$ cat src/rtl/pipe_stage_ctrl.sv
// rtl/pipe_stage_ctrl.sv - multi-stage pipeline valid/payload control with stall bubbles, flush and event counters
//
// Purpose: STAGES-deep register pipeline. Stage 0 is the youngest.
// Inside a stall, stages below HOLD_STAGE hold, HOLD_STAGE takes a bubble and older stages keep draining.
// Inside a flush, the FLUSH_STAGES youngest stages are cleared and older stages keep draining.
// Flush wins over stall. enable=0 freezes everything, including the counters.
//
// Ports:
//   clk, rst        - rising-edge clock, synchronous active-high reset
//   enable          - global advance; 0 freezes all state
//   in_valid/in_data- upstream entry
//   stall, flush    - hazard hold / redirect requests
//   accept          - upstream entry consumed on this edge (combinational)
//   stage_valid     - per-stage valid, bit 0 youngest
//   stage_data      - per-stage payload, stage k at [k*DATA_W +: DATA_W]
//   out_valid/out_data - oldest stage (registered)
//   stall_cnt, flush_cnt - saturating event counters
module pipe_stage_ctrl #(
    parameter int DATA_W       = 64,
    parameter int STAGES       = 4,
    parameter int HOLD_STAGE   = 1,
    parameter int FLUSH_STAGES = 2,
    parameter int CNT_W        = 16
) (
    input  logic                     clk,
    input  logic                     rst,
    input  logic                     enable,
    input  logic                     in_valid,
    input  logic [DATA_W-1:0]        in_data,
    input  logic                     stall,
    input  logic                     flush,
    output logic                     accept,
    output logic [STAGES-1:0]        stage_valid,
    output logic [STAGES*DATA_W-1:0] stage_data,
    output logic                     out_valid,
    output logic [DATA_W-1:0]        out_data,
    output logic [CNT_W-1:0]         stall_cnt,
    output logic [CNT_W-1:0]         flush_cnt
);

    logic [STAGES-1:0] r_valid;
    logic [DATA_W-1:0] r_data [STAGES];
    logic [CNT_W-1:0]  r_stall_cnt;
    logic [CNT_W-1:0]  r_flush_cnt;

    // What each stage would receive on a plain advance: stage k-1, or the
    // upstream entry for stage 0.
    logic [STAGES-1:0] w_prev_valid;
    logic [DATA_W-1:0] w_prev_data [STAGES];

    logic [STAGES-1:0] w_valid_nxt;
    logic [DATA_W-1:0] w_data_nxt [STAGES];

    logic w_is_flush;
    logic w_is_stall;

    assign w_is_flush = enable & flush;
    assign w_is_stall = enable & stall & ~flush;
    assign accept     = enable & ~stall & ~flush;

    assign w_prev_valid = {r_valid[STAGES-2:0], in_valid};

    genvar g;
    generate
        for (g = 0; g < STAGES; g++) begin : g_stage
            if (g == 0) begin : g_first
                assign w_prev_data[g] = in_data;
            end else begin : g_rest
                assign w_prev_data[g] = r_data[g-1];
            end
            assign stage_data[g*DATA_W +: DATA_W] = r_data[g];
        end
    endgenerate

    always_comb begin
        for (int k = 0; k < STAGES; k++) begin
            w_valid_nxt[k] = w_prev_valid[k];
            w_data_nxt[k]  = w_prev_data[k];
            if (w_is_flush) begin
                if (k < FLUSH_STAGES) begin
                    w_valid_nxt[k] = 1'b0;
                    w_data_nxt[k]  = '0;
                end
            end else if (w_is_stall) begin
                if (k < HOLD_STAGE) begin
                    w_valid_nxt[k] = r_valid[k];
                    w_data_nxt[k]  = r_data[k];
                end else if (k == HOLD_STAGE) begin
                    w_valid_nxt[k] = 1'b0;
                    w_data_nxt[k]  = '0;
                end
            end
        end
    end

    always_ff @(posedge clk) begin
        if (rst) begin
            r_valid     <= '0;
            r_stall_cnt <= '0;
            r_flush_cnt <= '0;
            for (int k = 0; k < STAGES; k++) begin
                r_data[k] <= '0;
            end
        end else if (enable) begin
            r_valid <= w_valid_nxt;
            for (int k = 0; k < STAGES; k++) begin
                r_data[k] <= w_data_nxt[k];
            end
            if (w_is_stall && (r_stall_cnt != '1)) begin
                r_stall_cnt <= r_stall_cnt + CNT_W'(1);
            end
            if (w_is_flush && (r_flush_cnt != '1)) begin
                r_flush_cnt <= r_flush_cnt + CNT_W'(1);
            end
        end
    end

    assign stage_valid = r_valid;
    assign out_valid   = r_valid[STAGES-1];
    assign out_data    = r_data[STAGES-1];
    assign stall_cnt   = r_stall_cnt;
    assign flush_cnt   = r_flush_cnt;

endmodule

$ cat config.mk
export PLATFORM = sky130hd
export DESIGN_NAME = pipe_stage_ctrl
export DESIGN_NICKNAME = d
export VERILOG_FILES = /design/src/rtl/pipe_stage_ctrl.sv
export SDC_FILE = /design/constraint.sdc
export NUM_CORES = 1
export LEC_CHECK = 0
export ABC_CLOCK_PERIOD_IN_PS = 12100
export CORE_ASPECT_RATIO = 1.25
export CORE_MARGIN = 3
export CORE_UTILIZATION = 23
export CTS_CLUSTER_DIAMETER = 30
export DETAILED_ROUTE_END_ITERATION = 6
export GPL_TIMING_DRIVEN = 0
export HOLD_SLACK_MARGIN = 0.02
export PLACE_DENSITY_LB_ADDON = 0.15
export SYNTH_ARGS = -nofsm -noshare
export SYNTH_HDL_FRONTEND = slang
export SYNTH_SLANG_ARGS = --single-unit
export TNS_END_PERCENT = 10
$ cat constraint.sdc
create_clock -name clk -period 12.1 [get_ports clk]
set_input_delay 2.42 -clock clk [delete_from_list [all_inputs] [get_ports clk]]
set_output_delay 2.42 -clock clk [all_outputs]
set_load 0.01 [all_outputs]
==> impl_metrics.py <==
metrics = {
    "global_routing": {
        "first_global_vias": 8551,
        "grt-ovfl-total": 0,
        "grt_pass1_wl_mm": 55.8,
        "grt_antenna_before_repair": 2,
        "grt.total_usage": 0.138,
        "grt_max_degree": 103,
    },
    "critical_path": {
        "crit_fanout": 10,
        "arrival_ps": 4880,
        "worstReg2RegStart": "stall_cnt[11]",
        "crit_start": "stall",
        "cp.required_ps": 9680,
        "startpoint_type": "primary input",
        "path_class": "in -> out",
        "crit_path_end_kind": "output pin",
    },
    "cts": {
        "cts_sinks": 292,
        "cts_setup_buffers": 0,
        "cts_made_buffers": 77,
        "insertion_delay_ps": 590,
        "hold_buffers": 0,
        "cts_tree": "yes",
        "ctsHtreeMaxLevel": 3,
        "post_cts_resized": 0,
        "clock_path_buffers": 3,
        "clk_pin_slew_ps": 40,
        "root_buffer": "clkbuf_16",
    },
    "yosys": {
        "synth_edf_count": 256,
        "async_reset_ff_frac": 0,
        "synth_cells": 826,
        "yosysWarnings": 0,
        "synth_area_mm2": 0.0117,
        "ys_ff_latch": 292,
        "synthFlopType": "edfxtp_1",
        "synth_seq_area_share": 0.718,
        "synth_cell_types": 42,
        "synth_nets": 898,
        "synth_top_area_frac": 0.656,
        "yosys.area.top_type": "edfxtp_1",
        "synth_area_per_cell_um2": 14.2,
        "ys_top_cells_by_area": "edfxtp_1, and2_1, dfxtp_1",
    },
    "place": {
        "dp_slack_ps": 4660,
        "dp_hpwl_mm": 28.3,
        "port_buffers": 425,
        "gp_congestion": 0.775,
    },
    "power": {
        "p_int_mw": 2.74,
        "power_frac_comb": 0.080,
        "power.switching_mw": 0.791,
        "seq_power_share": 0.337,
        "p_leak_nw": 7.58,
        "powerDensity_mw_per_mm2": 181,
        "swShare": 0.224,
        "clkPwrFrac": 0.583,
        "peakVddDrop_mv": 0.0944,
    },
    "drt": {
        "drc": 0,
        "viasPerCell": 4.02,
        "drt-total-wl_mm": 37.9,
        "routed-via-count": 8234,
        "dr.pass1.iters": 4,
        "drtIter0Drc": 231,
        "antenna_left": 0,
        "wl_per_cell_um": 18.5,
    },
    "floorplan": {
        "start_util": 0.235,
        "dieArea_mm2": 0.0537,
        "ios": 428,
        "die_x_um": 208,
        "die_y_um": 258,
        "core_mm2": 0.0499,
        "rows": 91,
    },
    "worst_hold_path": {
        "hp-start": "flush_cnt[12]",
        "hold_class": "reg -> reg",
    },
    "finish": {
        "area_delta_synth_final_pct": 66.5,
        "final_common_cell": "clkdlybuf4s50_1",
        "fillers": 4796,
        "drive_gt1_frac": 0.146,
        "mostFrequentLayoutCells": "clkdlybuf4s50_1, edfxtp_1, and2_1",
        "final_net_count": 1405,
    },
    "timing": {
        "rsz0062_at_grt": "no",
        "slew_headroom": 0.279,
        "finalCriticalPeriod_ps": 7300,
        "fmaxAchievable_mhz": 137,
        "finalHoldViolations": 0,
        "tns_ps": 0,
        "fin_crit_sh": 0.604,
        "slew_violations": 0,
        "setup_violations": 0,
        "skew_ps": 12.8,
        "worstMarginPinSlew_ps": 1070,
        "worst_slack_ps": 4800,
    },
    "outcome": {
        "status": "complete, no violations",
    },
    "job": {
        "max_cap_viol_count": 0,
    },
}
[worst max-delay path, cell delays in order]
cell	delay, ps
clkdlybuf4s50_1	550
nor3b_1	840
clkbuf_1	440
clkdlybuf4s50_1	640
[synth_stat cells, types with 2 or more instances]
library cell,count
nor3_1,6
o31ai_1,4
buf_4,68
nor2_1,13
or3_1,12
a21oi_1,18
clkbuf_1,42
nor2b_1,3
dfxtp_1,36
a31oi_1,2
o21a_1,2
nand4_1,9
mux2i_1,3
nand2_1,14
o311ai_0,5
nor4_1,4
ha_1,2
nor3b_1,2
inv_1,7
o21ai_0,15
o41ai_1,6
and4_1,4
buf_2,2
or4_1,5
nand3_1,10
and3_1,69
edfxtp_1,256
and2_1,193
[worst paths after layout]
kind / end / cells after the start / slack [ps]
worst max-delay path: accept / 4 / 4800
worst min-delay path: flush_cnt[12] / 1 / 490
worst max register to register: stall_cnt[3] / 5 / 9830
worst min register to register: flush_cnt[12] / 1 / 490
[state kept, by name (all words and copies together), names as in the netlist]
name and flops:
flush_cnt 16, r_data 256, stall_cnt 16, stage_valid 4
[layer usage]
layer  track usage  part of all wire  vias up
met1         0.152              0.38     3940
li1              -                 -     3979
met5             0                 0        -
met2         0.245              0.53      275
met3        0.0442             0.067       40
met4        0.0564             0.019        0
[layout make-up]
| cell class | count | area, um2 | area share |
|---|---|---|---|
| diodes | 2 | 5.00 | 0.000257 |
| well taps | 651 | 815 | 0.0418 |
| inverters | 7 | 33.8 | 0.00173 |
| flip-flops and latches | 292 | 8410 | 0.431 |
| repair buffers | 428 | 4320 | 0.222 |
| clock buffers | 86 | 1960 | 0.101 |
| plain buffers | 112 | 678 | 0.0348 |
| clock inverters | 56 | 674 | 0.0346 |
| multi-input cells | 415 | 2610 | 0.134 |
[through the flow]
step	std cells	total power, mW	area (um2)	hold WS [ps]	utilization
after global placement	1902	1.51	16800	476	0.337
after CTS	2047	3.60	19500	498	0.391
final	2049	3.54	19500	494	0.391
after global routing	2049	3.67	19500	533	0.391
after floorplan	826	1.30	11700	473	-
after detailed placement	1905	1.50	16900	484	0.338
[kinds of logic after synthesis]
kind of cell,Yosys count,synth area share
compound gates,58,0.0317
xor+xnor,1,0.000748
fa+ha+maj,2,0.00214
buf+inv,119,0.0601
flops,292,0.718
mux,4,0.00352
simple gates,350,0.184
[power groups by stage]
| stage | clock network (mW) | logic (mW) | registers [mW] |
|---|---|---|---|
| after floorplan | 0 | 0.0643 | 1.23 |
| after global placement | 0 | 0.288 | 1.22 |
| after detailed placement | 0 | 0.291 | 1.21 |
| after CTS | 2.11 | 0.292 | 1.19 |
| after global routing | 2.17 | 0.302 | 1.20 |
| final | 2.06 | 0.284 | 1.19 |
Power figures use the tool's default switching activity.
